### config.mk
export PLATFORM = sky130hd
export DESIGN_NAME = misr_param
export DESIGN_NICKNAME = d
export VERILOG_FILES = /design/src/rtl/misr_param.sv
export SDC_FILE = /design/constraint.sdc
export NUM_CORES = 1
export LEC_CHECK = 0
export ABC_AREA = 1
export BUFFER_PORTS_ARGS = -buffer_cell sky130_fd_sc_hd__buf_2
export CAP_MARGIN = 15
export CORE_ASPECT_RATIO = 0.7
export CORE_MARGIN = 10
export CORE_UTILIZATION = 46
export CTS_CLUSTER_DIAMETER = 200
export DETAILED_ROUTE_END_ITERATION = 10
export PLACE_DENSITY = 0.7
export SLEW_MARGIN = 30
export SYNTH_ARGS = -nofsm -noshare
export SYNTH_HDL_FRONTEND = slang
export SYNTH_SLANG_ARGS = --single-unit
### constraint.sdc
create_clock -name CLK -period 2.3 [get_ports CLK]
set_input_delay 0.345 -clock CLK [delete_from_list [all_inputs] [get_ports CLK]]
set_output_delay 0.345 -clock CLK [all_outputs]
set_load 0.05 [all_outputs]
### src/rtl/misr_param.sv
// Parametrised MISR for the BIST response path: compacts NIN CUT outputs per cycle
// into a WIDTH-bit signature, then compares it on-chip against a golden value.
module misr_param #(
    parameter int              WIDTH = 21,
    parameter int              NIN   = 3,
    parameter logic [WIDTH-1:0] POLY  = {WIDTH{1'b1}},
    parameter logic [WIDTH-1:0] SEED  = {WIDTH{1'b1}},
    parameter int              CNT_W = 16
) (
    input  logic             CLK,
    input  logic             RST,
    input  logic             start,
    input  logic             en,
    input  logic [NIN-1:0]   e,
    input  logic             bist_end,
    input  logic [WIDTH-1:0] golden,
    output logic [WIDTH-1:0] sig,
    output logic             sig_valid,
    output logic             pass,
    output logic             fail,
    output logic [CNT_W-1:0] cycle_count,
    output logic             cnt_sat,
    output logic             busy
);

    localparam logic [CNT_W-1:0] CNT_ONE = CNT_W'(1);

    typedef enum logic [1:0] {IDLE, RUN, DONE} state_t;
    state_t state;

    logic [WIDTH-1:0] d;
    logic [WIDTH-1:0] step_sig;
    logic [WIDTH-1:0] post_sig;
    logic [CNT_W-1:0] cnt_inc;

    // Fibonacci step shifting toward bit 0; e[0] lands on the feedback (MSB) bit.
    // post_sig is the signature after this edge's optional step, used for the golden compare.
    always_comb begin
        d = '0;
        for (int k = 0; k < NIN; k++) begin
            d[WIDTH-1-k] = e[k];
        end
        step_sig = {^(sig & POLY), sig[WIDTH-1:1]} ^ d;
        post_sig = en ? step_sig : sig;
        cnt_inc  = (&cycle_count) ? cycle_count : cycle_count + CNT_ONE;
    end

    always_ff @(posedge CLK) begin
        if (RST) begin
            state       <= IDLE;
            sig         <= SEED;
            cycle_count <= '0;
            cnt_sat     <= 1'b0;
            sig_valid   <= 1'b0;
            pass        <= 1'b0;
            fail        <= 1'b0;
            busy        <= 1'b0;
        end else begin
            case (state)
                IDLE: begin
                    if (start) begin
                        state       <= RUN;
                        sig         <= SEED;
                        cycle_count <= '0;
                        cnt_sat     <= 1'b0;
                        busy        <= 1'b1;
                    end
                end
                RUN: begin
                    // A restart wins over both data and bist_end on the same edge.
                    if (start) begin
                        sig         <= SEED;
                        cycle_count <= '0;
                        cnt_sat     <= 1'b0;
                    end else begin
                        if (en) begin
                            sig         <= step_sig;
                            cycle_count <= cnt_inc;
                            if (&cnt_inc) begin
                                cnt_sat <= 1'b1;
                            end
                        end
                        if (bist_end) begin
                            state     <= DONE;
                            busy      <= 1'b0;
                            sig_valid <= 1'b1;
                            pass      <= (post_sig == golden);
                            fail      <= (post_sig != golden);
                        end
                    end
                end
                DONE: begin
                    if (start) begin
                        state       <= RUN;
                        sig         <= SEED;
                        cycle_count <= '0;
                        cnt_sat     <= 1'b0;
                        sig_valid   <= 1'b0;
                        pass        <= 1'b0;
                        fail        <= 1'b0;
                        busy        <= 1'b1;
                    end
                end
                default: begin
                    state <= IDLE;
                    busy  <= 1'b0;
                end
            endcase
        end
    end

endmodule

==> results.md <==
• **status** finished clean
• **PortBufs** 70
• **net load switching power** 0.542 mW
• **Mean Syn Cell Area** 6.01 µm²
• **total count of max-transition violations in the final report** 0
• **pin count of the biggest net entering global routing** 29
• **crit-path max FO** 5
• **leakage dissipation** 1.78 nW
• **Int Pwr** 1.14 mW
• **unique cell type count in the Yosys netlist** 28
• **switching share of total power** 32.3%
• **first-pass GRT wire length** 14.5 mm
• **kind of critical path** reg2reg
• **total core area** 6310 µm²
• **CP endpoint kind** flip-flop
• **Clock Tree Root** clkbuf_8
• **HPWL Detailed** 6.88 mm
• **number of instances resized during post-cts repair** 0
• **number of global-route vias before repair** 2,985
• **all-layer global routing usage** 17.2%
• **Final Setup Violations** 0
• **number of iterations in the first detailed-routing pass** 4
• **top achievable clock speed** 0.498 GHz
• **post-route antenna net violation count** 0
• **Iter 0 DRT Violations** 223
• **final net count** 601
• **warning count from the yosys run** 0
• **Num Clock Sinks** 44
• **Num CTS Buffers** 5
• **I/O pin cnt** 71
• **area share of the largest cell type after synthesis** 29.2%
• **net count after synthesis** 532
• **setup TNS** 0 ps
• **cell area after technology mapping** 3020 µm²
• **CTS H-tree depth** 2
• **TritonCTS clock tree** yes
• **relative contribution of the clock network to total power** 30.5%
• **max_slew headroom** 64.1%
• **worst-path cell with the longest stage delay** dfxtp_1
• **row cnt** 24
• **global placement routability congestion** 0.891
• **Yosys top cell by area** dfxtp_1
• **worst clock skew** 8.62 ps
• **ratio of routed vias to standard cells** 5.05
• **clock-pin transition on the worst setup and hold timing paths** 80 ps
• **flop and latch count out of synthesis** 44
• **routed vias** 3,281
• **number of antenna cells inserted** 0
• **layout cells sized above 1** 17.3%
• **unrepaired setup endpoints after global routing** false
• **path category of the worst min-delay check** in2reg
• **insertion delay to the later sink of the worst-skew pair** 300 ps
• **Peak supply drop** 0.000333 V
• **cell area after placement** 3430 µm²
• **highest cell delay on the worst timing path** 410 ps
• **synthesized instance count** 502
• **initial cell density of the core** 47.9%
• **number of antenna violations at the first check in global routing** 0
• **area growth from synthesis to final layout** 16.6%
• **most numerous cell on the critical path** nand2_1
• **die outline width** 117 µm
• **maximum buffer depth of the clock tree** 2
• **drt drc** 0
• **cell types with the largest area share after synthesis** dfxtp_1 (29%), nand2_1 (26%), inv_1 (6.6%)
• **Slew @ Worst Pin** 533 ps
• **min cycle time layout** 2010 ps
• **sequential fraction of the synthesis area** 29.2%
• **CP arrival** 2190 ps
• **register share of total power** 47.6%
• **fin area** 3520 µm²
• **pwr/cell area** 477 nW/µm²
• **startpoint types** flip-flop
• **post-cts hold buffer count** 0
• **post-route clock period utilization** 87.4%
• **combinational cell fraction of total power** 21.9%
• **buffers inserted by post-CTS timing repair** 0
• **per-cell routed wire length** 13.3 µm
• **Overflow after GRT** 0
• **Die Outline Area** 10,300 µm²
• **max-cap viol count** 0
• **Final Hold Viols** 0
• **sum of routed wire length over all layers** 8.63 mm
• **Required @ worst endpoint** 2480 ps
• **chain of cells forming the critical path** ha_1 -> nand2_1 -> inv_1 -> nand3b_4 -> nor2_2 -> nand3_1 -> nand2_1 -> xor2_1 -> nor2_1 -> nand4_1 -> nand2_1 -> a21oi_1 -> nor2_1
• **die extent in y** 87.8 µm
[power by group through the flow]
stage | Clock [mW] | Combinational (mW) | Sequential [mW]
2_1_floorplan | 0 | 0.207 | 0.871
3_3_place_gp | 0 | 0.359 | 0.817
3_5_place_dp | 0 | 0.364 | 0.818
4_1_cts | 0.533 | 0.366 | 0.800
5_1_grt | 0.565 | 0.412 | 0.805
6_report | 0.513 | 0.368 | 0.800
[cell usage after synthesis]
| library cell | count |
|---|---|
| o21ai_0 | 29 |
| a211oi_1 | 2 |
| inv_1 | 53 |
| or2_2 | 2 |
| a21oi_2 | 1 |
| a21oi_1 | 33 |
| o21ai_1 | 5 |
| nand4_1 | 4 |
| o21ai_2 | 8 |
| clkbuf_1 | 9 |
| nand2_1 | 208 |
| nor3_1 | 3 |
| nand2_2 | 2 |
| nor2_1 | 31 |
| nor2_2 | 2 |
| ha_1 | 1 |
| nand3b_4 | 1 |
| a2bb2oi_1 | 1 |
| nor4_1 | 1 |
| buf_2 | 2 |
| a211o_1 | 2 |
| nand3_1 | 22 |
| nor3b_1 | 1 |
| o22ai_1 | 3 |
| buf_6 | 4 |
| xor2_1 | 10 |
| xnor2_1 | 18 |
| dfxtp_1 | 44 |
[per-stage QoR]
| stage | std cells | utilization, % | power (mW) | hold slack, ps | worst slack (ps) |
|---|---|---|---|---|---|
| CTS | 650 | 55.8 | 1.70 | 368 | 301 |
| global placement | 642 | 54.4 | 1.18 | 448 | 303 |
| finish | 650 | 55.8 | 1.68 | 378 | 291 |
| global route | 650 | 55.8 | 1.78 | 414 | 0.462 |
| detailed placement | 642 | 54.4 | 1.18 | 454 | 261 |
| floorplan | 502 | - | 1.08 | 424 | 77.9 |
[cell type report]
class	instances	area [µm²]
Tap cell	78	97.6
Clock buffer	8	90.1
Inverter	53	199
Fill cell	659	2790
Timing Repair Buffer	77	403
Multi-Input combinational cell	390	1850
Sequential cell	44	881
[cells by family after synthesis]
family,synth area share [%]
compound gates,15.7
xor+xnor,8.12
fa+ha+maj,0.414
buf+inv,9.53
flops,29.2
simple gates,37.0
[routing by layer]
| layer | track usage (%) | vias to the layer above | wire (µm) |
|---|---|---|---|
| met5 | 0 | - | 0 |
| met4 | 3.24 | 0 | 53 |
| met3 | 3.69 | 7 | 581 |
| met2 | 25.8 | 107 | 3700 |
| met1 | 24.8 | 1448 | 4300 |
| li1 | - | 1719 | - |
[final timing paths]
check / slack (ps) / startpoint / to / depth (start not counted)
setup reg to reg: 290 / cycle_count[0] / cnt_sat / 13
hold reg to reg: 470 / busy / busy / 2
hold / removal: 380 / start / busy / 3
setup / recovery: 290 / cycle_count[0] / cnt_sat / 13
[placed cells by master, fill, tap and decap left out, drive strengths merged]
cell / n
a211o: 2
a211oi: 2
a21oi: 34
a2bb2oi: 1
buf: 77
clkbuf: 8
dfxtp: 44
ha: 1
inv: 53
nand2: 210
nand3: 22
nand3b: 1
nand4: 4
nor2: 33
nor3: 3
nor3b: 1
nor4: 1
o21ai: 42
o22ai: 3
or2: 2
xnor2: 18
xor2: 10
[sequential cells by signal, indices dropped and copies added (netlist names)]
register / flops
sig_valid: 1
pass: 1
busy: 1
fail: 1
cycle_count: 16
state: 2
cnt_sat: 1
sig: 21
[worst max-delay path: cells and delay by family (launching register included)]
family	cells	cell delay, ps
simple gates	9	860
flops	1	410
fa+ha+maj	1	200
xor+xnor	1	190
compound gates	1	130
buf+inv	1	110
Note: power is estimated with default switching activity, not from simulation.
